<file path="src/rtl/rle_stream_encoder.sv">
// rle_stream_encoder
//   Run-length encoder working in place on a word-wide single-port SRAM. Reads message bytes
//   (little-endian within a word), encodes them as (count, value) byte pairs and writes the packed
//   pairs back to the SRAM, BPW/2 pairs per word, zero-padding the last word.
//
// Parameters
//   DATA_W  : SRAM word width (16, 32 or 64); BPW = DATA_W/8 bytes per word
//   ADDR_W  : SRAM byte-address width (<= 32)
//   MAX_RUN : longest run encoded in one pair (1..255)
//
// Ports
//   clk, nreset                 : clock, asynchronous active-low reset
//   start                       : launch an encode (honoured in idle/done only)
//   message_addr / message_size : source byte address (word-aligned) and length in bytes
//   rle_addr                    : destination byte address (word-aligned)
//   rle_size                    : encoded length in bytes (2 * pairs), excluding pad
//   done                        : encode finished; held until the next start
//   port_A_*                    : SRAM port A (clock, address, write enable, write/read data)
//   run_count, busy_cycles      : pairs emitted / cycles spent working (RLE_STATS_EN only)
//
// Optional feature macro: RLE_STATS_EN adds the run_count and busy_cycles outputs.

module rle_stream_encoder #(
    parameter int unsigned DATA_W  = 32,
    parameter int unsigned ADDR_W  = 16,
    parameter int unsigned MAX_RUN = 255
) (
    input  logic              clk,
    input  logic              nreset,
    input  logic              start,
    input  logic [31:0]       message_addr,
    input  logic [31:0]       message_size,
    input  logic [31:0]       rle_addr,
    output logic [31:0]       rle_size,
    output logic              done,
`ifdef RLE_STATS_EN
    output logic [31:0]       run_count,
    output logic [31:0]       busy_cycles,
`endif
    output logic              port_A_clk,
    output logic [ADDR_W-1:0] port_A_addr,
    output logic              port_A_we,
    output logic [DATA_W-1:0] port_A_data_in,
    input  logic [DATA_W-1:0] port_A_data_out
);

    localparam int unsigned BPW   = DATA_W / 8;
    localparam int unsigned PAIRS = BPW / 2;
    localparam int unsigned OFF_W = $clog2(BPW);
    localparam int unsigned PW    = $clog2(PAIRS + 1);

    typedef enum logic [2:0] {
        StIdle, StRdReq, StRdWait, StScan, StWrite, StFlush, StDone
    } state_e;

    state_e              state_q, state_d;
    state_e              ret_q, ret_d;       // state to resume after a buffer write
    logic [ADDR_W-1:0]   rd_ptr_q, rd_ptr_d;
    logic [ADDR_W-1:0]   wr_ptr_q, wr_ptr_d;
    logic [31:0]         bytes_left_q, bytes_left_d;
    logic [DATA_W-1:0]   word_q, word_d;
    logic [OFF_W-1:0]    byte_idx_q, byte_idx_d;
    logic                run_open_q, run_open_d;
    logic [7:0]          cnt_q, cnt_d;
    logic [7:0]          val_q, val_d;
    logic [DATA_W-1:0]   buf_q, buf_d;
    logic [PW-1:0]       pair_idx_q, pair_idx_d;
    logic [31:0]         rle_size_q, rle_size_d;
    logic                done_q, done_d;

    logic                emit;
    logic [7:0]          cur_byte;
    logic                buf_last;
    logic                launch;
    state_e              scan_nxt;

    // Only the address bits inside the SRAM range are meaningful.
    logic                unused_addr;
    assign unused_addr = ^{message_addr, rle_addr};

    assign cur_byte = word_q[{byte_idx_q, 3'b000} +: 8];
    assign buf_last = (pair_idx_q == PW'(PAIRS - 1));
    assign launch   = start && (state_q == StIdle || state_q == StDone);

    always_comb begin
        state_d      = state_q;
        ret_d        = ret_q;
        rd_ptr_d     = rd_ptr_q;
        wr_ptr_d     = wr_ptr_q;
        bytes_left_d = bytes_left_q;
        word_d       = word_q;
        byte_idx_d   = byte_idx_q;
        run_open_d   = run_open_q;
        cnt_d        = cnt_q;
        val_d        = val_q;
        buf_d        = buf_q;
        pair_idx_d   = pair_idx_q;
        rle_size_d   = rle_size_q;
        done_d       = (state_q == StDone) && !start;
        emit         = 1'b0;
        scan_nxt     = StScan;

        unique case (state_q)
            StIdle, StDone: begin
                if (start) begin
                    rd_ptr_d     = {message_addr[ADDR_W-1:OFF_W], {OFF_W{1'b0}}};
                    wr_ptr_d     = {rle_addr[ADDR_W-1:OFF_W], {OFF_W{1'b0}}};
                    bytes_left_d = message_size;
                    rle_size_d   = '0;
                    run_open_d   = 1'b0;
                    buf_d        = '0;
                    pair_idx_d   = '0;
                    byte_idx_d   = '0;
                    state_d      = (message_size == 32'd0) ? StDone : StRdReq;
                end
            end
            StRdReq: begin
                state_d = StRdWait;
            end
            StRdWait: begin
                word_d     = port_A_data_out;
                rd_ptr_d   = rd_ptr_q + ADDR_W'(BPW);
                byte_idx_d = '0;
                state_d    = StScan;
            end
            StScan: begin
                if (!run_open_q) begin
                    run_open_d = 1'b1;
                    cnt_d      = 8'd1;
                    val_d      = cur_byte;
                end else if (cur_byte == val_q && cnt_q < 8'(MAX_RUN)) begin
                    cnt_d = cnt_q + 8'd1;
                end else begin
                    // Close the current run with the old count/value, start a new one.
                    emit  = 1'b1;
                    cnt_d = 8'd1;
                    val_d = cur_byte;
                end
                bytes_left_d = bytes_left_q - 32'd1;
                byte_idx_d   = byte_idx_q + OFF_W'(1);
                if (bytes_left_q == 32'd1) begin
                    scan_nxt = StFlush;
                end else if (byte_idx_q == OFF_W'(BPW - 1)) begin
                    scan_nxt = StRdReq;
                end else begin
                    scan_nxt = StScan;
                end
                if (emit && buf_last) begin
                    ret_d   = scan_nxt;
                    state_d = StWrite;
                end else begin
                    state_d = scan_nxt;
                end
            end
            StFlush: begin
                if (run_open_q) begin
                    // Final pair of the message still lives in cnt/val.
                    emit       = 1'b1;
                    run_open_d = 1'b0;
                    if (buf_last) begin
                        ret_d   = StFlush;
                        state_d = StWrite;
                    end
                end else if (pair_idx_q != '0) begin
                    ret_d   = StDone;
                    state_d = StWrite;
                end else begin
                    state_d = StDone;
                end
            end
            StWrite: begin
                wr_ptr_d   = wr_ptr_q + ADDR_W'(BPW);
                buf_d      = '0;
                pair_idx_d = '0;
                state_d    = ret_q;
            end
            default: state_d = StIdle;
        endcase

        // Emitted pair always carries the run as it stood before this cycle.
        if (emit) begin
            for (int p = 0; p < int'(PAIRS); p++) begin
                if (pair_idx_q == PW'(p)) begin
                    buf_d[16*p +: 16] = {val_q, cnt_q};
                end
            end
            pair_idx_d = pair_idx_q + PW'(1);
            rle_size_d = rle_size_q + 32'd2;
        end
    end

    always_ff @(posedge clk or negedge nreset) begin
        if (!nreset) begin
            state_q      <= StIdle;
            ret_q        <= StIdle;
            rd_ptr_q     <= '0;
            wr_ptr_q     <= '0;
            bytes_left_q <= '0;
            word_q       <= '0;
            byte_idx_q   <= '0;
            run_open_q   <= 1'b0;
            cnt_q        <= '0;
            val_q        <= '0;
            buf_q        <= '0;
            pair_idx_q   <= '0;
            rle_size_q   <= '0;
            done_q       <= 1'b0;
        end else begin
            state_q      <= state_d;
            ret_q        <= ret_d;
            rd_ptr_q     <= rd_ptr_d;
            wr_ptr_q     <= wr_ptr_d;
            bytes_left_q <= bytes_left_d;
            word_q       <= word_d;
            byte_idx_q   <= byte_idx_d;
            run_open_q   <= run_open_d;
            cnt_q        <= cnt_d;
            val_q        <= val_d;
            buf_q        <= buf_d;
            pair_idx_q   <= pair_idx_d;
            rle_size_q   <= rle_size_d;
            done_q       <= done_d;
        end
    end

`ifdef RLE_STATS_EN
    logic [31:0] run_count_q, busy_cycles_q;

    always_ff @(posedge clk or negedge nreset) begin
        if (!nreset) begin
            run_count_q   <= '0;
            busy_cycles_q <= '0;
        end else if (launch) begin
            run_count_q   <= '0;
            busy_cycles_q <= '0;
        end else if (state_q != StIdle && state_q != StDone) begin
            busy_cycles_q <= busy_cycles_q + 32'd1;
            if (emit) begin
                run_count_q <= run_count_q + 32'd1;
            end
        end
    end

    assign run_count   = run_count_q;
    assign busy_cycles = busy_cycles_q;
`else
    logic unused_launch;
    assign unused_launch = launch;
`endif

    assign rle_size       = rle_size_q;
    assign done           = done_q;
    assign port_A_clk     = clk;
    assign port_A_we      = (state_q == StWrite);
    assign port_A_addr    = (state_q == StRdReq) ? rd_ptr_q :
                            (state_q == StWrite) ? wr_ptr_q : '0;
    assign port_A_data_in = (state_q == StWrite) ? buf_q : '0;

endmodule

</file>
<file path="config.mk">
export PLATFORM = sky130hd
export DESIGN_NAME = rle_stream_encoder
export DESIGN_NICKNAME = d
export VERILOG_FILES = /design/src/rtl/rle_stream_encoder.sv
export SDC_FILE = /design/constraint.sdc
export NUM_CORES = 1
export LEC_CHECK = 0
export CORE_ASPECT_RATIO = 1.1
export CORE_MARGIN = 8
export CORE_UTILIZATION = 25
export DETAILED_ROUTE_END_ITERATION = 12
export HOLD_SLACK_MARGIN = 0.12
export PLACE_DENSITY = 0.52
export SLEW_MARGIN = 30
export SYNTH_ARGS = -nofsm -noshare
export SYNTH_HDL_FRONTEND = slang
export SYNTH_SLANG_ARGS = --single-unit
</file>
<file path="constraint.sdc">
create_clock -name clk -period 7.3 [get_ports clk]
set_clock_uncertainty 0.05 [all_clocks]
set_input_delay 1.46 -clock clk [delete_from_list [all_inputs] [get_ports clk]]
set_output_delay 1.46 -clock clk [all_outputs]
set_load 0.01 [all_outputs]
</file>
* Word-level counts from Yosys, hierarchy flattened *
Index checks and enable logic that the tools add are counted.
W data, S select, Z words.

word-level totals
  output and inout port bits = 83
  word-level logic and storage cells = 113
  bits in registers = 188
  bits of input ports = 131

cells by class
  reduce and logical (&&, ||, !) cells = 28
  shifts and indexed selects = 1
  muxes and demuxes = 46
  order comparisons = 1
  equal/unequal tests = 16
  add/sub/neg operators = 7

operator list
  kind                     number
  $mux W32                 7
  $pmux W32 S2             2
  $mux W16                 6
  $pmux W16 S2             2
  $add A16 B3 Y16 const B  2
  $add A32 B2 Y32 const B  1
  $eq A32 B1 Y1 const B    1
  $logic_not A32 Y1        1
  $mux W8                  4
  $shiftx A32 B6 Y8        1
  $sub A32 B1 Y32 const B  1
  $mux W3                  10
  $pmux W3 S6              1
  $reduce_and A2 Y1        9
  $reduce_bool A2 Y1       7
  $eq A3 B3 Y1 const B     3
  $ne A3 B3 Y1 const B     3
  $reduce_bool A3 Y1       3
  $add A8 B1 Y8 const B    1
  $eq A8 B8 Y1             1
  $lt A8 B8 Y1 const B     1
  $mux W2                  4
  $eq A3 B2 Y1 const B     2
  $ne A2 B2 Y1 const B     3
  other kinds (16)         23

* Longest topological paths before layout *
Gate-level depths: netlist of run 1.

  depth after elaboration = 9
  mapped depth = 10
  depth with buffers taken out = 8

==> results of run 1 <==
-- registers in the layout, summed over array words and instances, names as in the netlist, 2 cells and up --
| signal | count |
|---|---|
| pair_idx_q | 2 |
| rle_size | 31 |
| cnt_q | 8 |
| val_q | 8 |
| wr_ptr_q | 14 |
| buf_q | 32 |
| ret_q | 3 |
| rd_ptr_q | 14 |
| byte_idx_q | 2 |
| state_q | 3 |
| bytes_left_q | 32 |
| word_q | 32 |
-- final timing paths --
| path | to | slack [ns] |
|---|---|---|
| max | port_A_clk | 1.42 |
| min | word_q[29]$_DFFE_PN0P_ | 0.42 |
| max reg2reg | rle_size[4]$_DFFE_PN0P_ | 3.77 |
| min reg2reg | word_q[29]$_DFFE_PN0P_ | 0.42 |
| max in group asynchronous | word_q[6]$_DFFE_PN0P_ | 5.19 |
| min in group asynchronous | rd_ptr_q[15]$_DFFE_PN0P_ | 0.79 |
-- power groups by stage --
| stage | clock (mW) | sequential (mW) | combinational (mW) |
|---|---|---|---|
| 2_1_floorplan | 0.0113 | 1.57 | 1.23 |
| 3_3_place_gp | 0.0139 | 1.68 | 1.74 |
| 3_5_place_dp | 0.0139 | 1.69 | 1.76 |
| 4_1_cts | 1.07 | 1.67 | 1.77 |
| 5_1_grt | 1.10 | 1.73 | 1.96 |
| 6_report | 1.02 | 1.68 | 1.73 |
-- synthesized netlist by cell type, drive strengths merged, types with 4 or more instances --
library cell	number	area share [%]
a221o	4	0.41
o41ai	5	0.45
o22ai	11	0.71
a22o	10	0.90
inv	31	1.2
dfrtp	183	47
mux2	9	1.0
nand2b	4	0.26
mux2i	46	4.7
o21a	5	0.39
nand3	37	1.9
a311oi	12	1.1
or3	6	0.39
a21o	4	0.31
and3	47	3.0
o31ai	5	0.39
a21oi	47	2.4
a211oi	11	0.85
ha	9	1.2
o221a	6	0.69
nor3b	6	0.46
clkbuf	42	1.6
a31oi	13	0.84
nor2b	4	0.26
o311ai	9	0.81
nor4	19	1.4
o21ai	42	2.2
and2	5	0.32
nor2	88	3.5
nor3	27	1.5
nand4	15	0.97
or4	4	0.39
buf	20	1.3
mux4	8	1.9
nand2	233	9.1
xnor2	11	0.99
o211ai	7	0.54
-- area by class of cell --
type	count	area, sq um
inverters	32	120
clock inverters	12	118
repair buffers	188	1870
multi-input cells	799	4780
clock buffers	24	542
fillers	3993	25600
flip-flops and latches	183	4580
well taps	500	626
-- logic make-up after synthesis --
| family | Yosys count |
|---|---|
| other | 1 |
| buffers and inverters | 94 |
| and+or+nand+nor | 502 |
| muxes | 63 |
| xor gates and xnor gates | 12 |
| adders and majority gates | 10 |
| DFF | 183 |
| AOI/OAI and AO/OA | 209 |
-- per-stage QoR --
step                utilization [%]  total power [mW]
detailed placement             31.3              3.47
finish                         33.0              4.43
global route                   33.0              4.79
CTS                            33.0              4.51
global placement               31.2              3.43
floorplan                         -              2.81
-- metal layers --
layer	vias to the layer above	GRT usage, %	routed length, um
met4	2	5.86	668
met1	4167	17.4	14000
met2	197	21.3	14400
met5	-	0	13
li1	4151	-	-
met3	30	3.30	1470
-- critical path: stages --
cell and delay [ns]:
sky130_fd_sc_hd__clkbuf_16 0.12, sky130_fd_sc_hd__clkbuf_16 0.13, sky130_fd_sc_hd__clkdlybuf4s50_1 0.47
==> impl_metrics.yaml, run 1 <==
outcome:
  run_status: "finished, final reports clean"
synthesis:
  complex_gate_fraction_of_the_synthesized_area_pct: 14.6
  synth_xor_xnor_area_share_pct: 1.08
  synth_ff_type: "sky130_fd_sc_hd__dfrtp_1"
  yosys_warnings: 0
  synth-seq-cells: 183
  synthArstFlopShare_pct: 100
  number_of_distinct_library_cells_after_synthesis: 70
  netlist_instances: 1074
  yosys.area_share.simple_pct: 24.0
  ys_seq_area_share_pct: 47.1
  yosys-mux-area-fraction_pct: 7.63
  synth_adder_area_share_pct: 1.36
  synth_top_family_by_area: "simple AND/OR/NAND/NOR gates"
  synth_edf_count: 0
  mapped_avg_cell_area_sq_um: 9.05
  syn-cell-area_sq_um: 9720
route:
  postRouteAntennaNets: 0
  wl_per_cell_um: 17.6
  drc: 0
  detail_route.vias_per_cell: 4.92
  routed_wl_um: 30500
  detailroute.via_count: 8547
  drt-initial-drc-count: 446
  drt_pass1_iterations: 5
setup_path:
  crit_path_start_kind: "clock port"
  critical_path_arrival_ns: 4.37
  crit_start: "clk"
  path_class: "clk -> out"
  crit_required_ns: 5.79
  end_kind: "primary output"
  rr_worst_depth: 7
  critPathMaxFanout: 2
  reg2reg_from: "byte_idx_q[0]$_DFFE_PN0P_"
finish:
  final_instance_area_sq_um: 12600
  layout.cells.most_common: "sky130_fd_sc_hd__nand2_1"
  layout_common_cells: "sky130_fd_sc_hd__nand2_1, sky130_fd_sc_hd__dfrtp_1, sky130_fd_sc_hd__clkdlybuf4s50_1"
  final_layout_size_suffix_gt1_share_pct: 7.51
  nNetsFinal: 1366
  antenna_cells: 0
  fin_cells: 1738
  area_delta_synth_final_pct: 30.0
hold_path:
  hold_path_startpoint: "word_q[29]$_DFFE_PN0P_"
  hold_class: "reg -> reg"
  hold_path_depth: 2
power:
  sequentialPowerShare_pct: 37.8
  ratio_of_total_power_to_cell_area_nw_per_um2: 351
  power.net_switching_mw: 1.80
  comb_power_share_pct: 39.1
  sw_frac_of_total_pct: 40.6
  internal-power_mw: 2.63
  vdd.ir_drop.worst_mv: 0.193
  power.clock.fraction_pct: 23.1
  p_leak_nw: 5.38
run:
  max_cap_viol_count: 0
clock_network:
  cts_tree: "done"
  cts_hold_repair.buffers: 0
  cts_resized: 0
  clkTransAtPathRegs_ns: 0.07
  cts_post_setup_buffers_inserted: 0
  worst_skew_pair.late_latency_ns: 0.57
sta:
  slew_headroom_pct: 43.8
  grt_setup_unrepaired: "false"
  timing.final.setup_violations: 0
  tightest_slew_ns: 0.838
  postLayoutSetupSlackWorst_ns: 1.42
  finalMaxSlewViolations: 0
  final.setup.tns_ns: 0
  hold_viol_final: 0
  timing.hold.ws_ns: 0.422
floorplanning:
  design.die.area_sq_um: 45500
  die_width_um: 204
  die_height_um: 223
  core_area_sq_um: 38300
  start_util_pct: 25.4
  design.portCount: 214
  floorplan.rows: 75
grt:
  gr-total-overflow: 0
  pin_count_of_the_biggest_net_entering_global_routing: 61
  first_global_vias: 8636
  groute.usage.overall_pct: 13.5
  grt_first_pass_wirelength_um: 48700
  antenna_violations_before_repair: 1
placed_design:
  numPlacedInstances: 1703
  preCtsSetupSlack_ns: 1.69
  count_of_input_and_output_buffers: 174
  placement.cell_area_sq_um: 12000
  place_hpwl_um: 21400
  finalWeightedCongestion: 0.821
No activity file was read; power rests on OpenSTA's default activity.
==> run 2: changes to the inputs <==
Settings changed: PLACE_DENSITY 0.52 to 0.54.
Clock period 7.3 ns to 5.4 ns, I/O delays scaled along.
==> run 2 against run 1 <==
  * Cell area fell by 0.20%
  * Sequential power rose by 35%
  * Via count fell by 0.43%
  * Combinational power rose by 35%
  * Global-route usage fell by 0.19 points
  * Clock power rose by 34%
  * Largest power group unchanged
==> impl_metrics.yaml, run 2 (synthesis gave the netlist of run 1 again) <==
outcome:
  run_status: "finished, final reports clean"
sta:
  slew_headroom_pct: 35.7
  postLayoutSetupSlackWorst_ns: 0.660
  tightest_slew_ns: 0.961
  final.setup.tns_ns: 0
  max_clock_freq_mhz: 211
  period_utilization_post_route_pct: 87.8
  finalMaxSlewViolations: 0
  timing.final.setup_violations: 0
  finalCriticalPeriod_ns: 4.74
  hold_viol_final: 0
  timing.hold.ws_ns: 0.427
  grt_setup_unrepaired: "false"
finish:
  nNetsFinal: 1365
  final_layout_size_suffix_gt1_share_pct: 7.60
  layout.area.seq_sq_um: 4580
  antenna_cells: 0
  layout.cells.most_common: "sky130_fd_sc_hd__nand2_1"
  filler_cell_count: 4022
  layout_common_cells: "sky130_fd_sc_hd__nand2_1, sky130_fd_sc_hd__dfrtp_1, sky130_fd_sc_hd__clkdlybuf4s50_1"
  final_instance_area_sq_um: 12600
  final_core_util_pct: 33.0
  area_delta_synth_final_pct: 29.7
  multi_input_combinational_cell_area_sq_um: 4780
  reg.largest.list: "buf_q (32), bytes_left_q (32), word_q (32)"
  fin_cells: 1737
route:
  detail_route.vias_per_cell: 4.90
  drt-initial-drc-count: 446
  detailroute.via_count: 8510
  drc: 0
  drt_pass1_iterations: 4
  wl_per_cell_um: 17.4
  postRouteAntennaNets: 0
  routed_wl_um: 30200
grt:
  gr-max-usage-layer: "met2"
  met3_usage_pct: 3.48
  grt_util_met2_pct: 21.3
  antenna_violations_before_repair: 1
  grt_first_pass_wirelength_um: 48500
  use_met1_pct: 16.8
  groute.usage.overall_pct: 13.4
  gr-total-overflow: 0
  first_global_vias: 8812
  pin_count_of_the_biggest_net_entering_global_routing: 95
placed_design:
  placement.cell_area_sq_um: 12000
  place_hpwl_um: 21200
  finalWeightedCongestion: 0.827
  numPlacedInstances: 1702
  preCtsSetupSlack_ns: 1.12
  count_of_input_and_output_buffers: 174
floorplanning:
  design.die.area_sq_um: 45500
  start_util_pct: 25.4
  core_area_sq_um: 38300
  die_height_um: 223
  design.portCount: 214
  floorplan.rows: 75
  die_width_um: 204
clock_network:
  cts_resized: 0
  cts_tree: "done"
  cts_hold_repair.buffers: 0
  clkTransAtPathRegs_ns: 0.07
  cts_post_setup_buffers_inserted: 0
  worst_skew_pair.late_latency_ns: 0.55
setup_path:
  crit_required_ns: 4.27
  rr_endpoint: "buf_q[21]$_DFF_PN0_"
  end_kind: "primary output"
  reg2reg_from: "state_q[2]$_DFFE_PN0P_"
  crit_path_start_kind: "flip-flop"
  critical_path_arrival_ns: 3.61
  critPathMaxFanout: 29
  endpoint: "port_A_addr[3]"
  rr_worst_depth: 7
  crit_start: "state_q[2]$_DFFE_PN0P_"
  r2r_slack_ns: 1.94
  path_class: "reg -> out"
power:
  vdd.ir_drop.worst_mv: 0.245
  p_leak_nw: 5.38
  ratio_of_total_power_to_cell_area_nw_per_um2: 474
  post-layout-total-power_mw: 5.99
run:
  max_cap_viol_count: 0
hold_path:
  hold_path_depth: 2
  hold_class: "reg -> reg"
-- run 2: cell count changes in the layout (fill, tap and decap cells not counted), sizes merged --
cell      delta
bufinv       -1
clkinvlp     -3
inv          +5
buf          -1
clkinv       +1
clkbuf       -2
-- run 2: area by class of cell --
| class | instances | share of cell area (%) |
|---|---|---|
| Clock inverter | 14 | 1.06 |
| Multi-Input combinational cell | 799 | 37.9 |
| Clock buffer | 22 | 4.16 |
| Timing Repair Buffer | 187 | 14.7 |
| Tap cell | 500 | 4.96 |
| Sequential cell | 183 | 36.3 |
| Inverter | 32 | 0.952 |
-- run 2: power by group --
group	leakage, nW	internal (mW)	switching [mW]	total (mW)
combinational	2.75	0.969	1.37	2.34
sequential	2.30	1.82	0.451	2.27
clock	0.322	0.733	0.639	1.37
total	5.38	3.52	2.46	5.99
-- run 2: critical path, cell delays in order (launching register included) --
cell and delay, ns:
sky130_fd_sc_hd__dfrtp_1 0.64, sky130_fd_sc_hd__nor2b_2 0.29, sky130_fd_sc_hd__nand2_1 0.33, sky130_fd_sc_hd__clkinv_1 0.79
sky130_fd_sc_hd__a22o_1 0.51, sky130_fd_sc_hd__clkdlybuf4s50_1 0.49
-- run 2: how the worst min path moves through the flow --
stage / from / end / slack, ns
after floorplan: word_q[16]$_DFFE_PN0P_ / word_q[16]$_DFFE_PN0P_ / 0.39
after global placement: word_q[1]$_DFFE_PN0P_ / word_q[1]$_DFFE_PN0P_ / 0.40
after detailed placement: word_q[8]$_DFFE_PN0P_ / word_q[8]$_DFFE_PN0P_ / 0.41
after CTS: word_q[31]$_DFFE_PN0P_ / word_q[31]$_DFFE_PN0P_ / 0.43
after global routing: word_q[9]$_DFFE_PN0P_ / word_q[9]$_DFFE_PN0P_ / 0.45
final: word_q[31]$_DFFE_PN0P_ / word_q[31]$_DFFE_PN0P_ / 0.43
-- run 2: routing by layer --
layer | vias up | share of wire (%)
met5 | - | 0.043
met4 | 2 | 2.7
met3 | 33 | 4.7
met2 | 190 | 47
met1 | 4132 | 45
li1 | 4153 | -
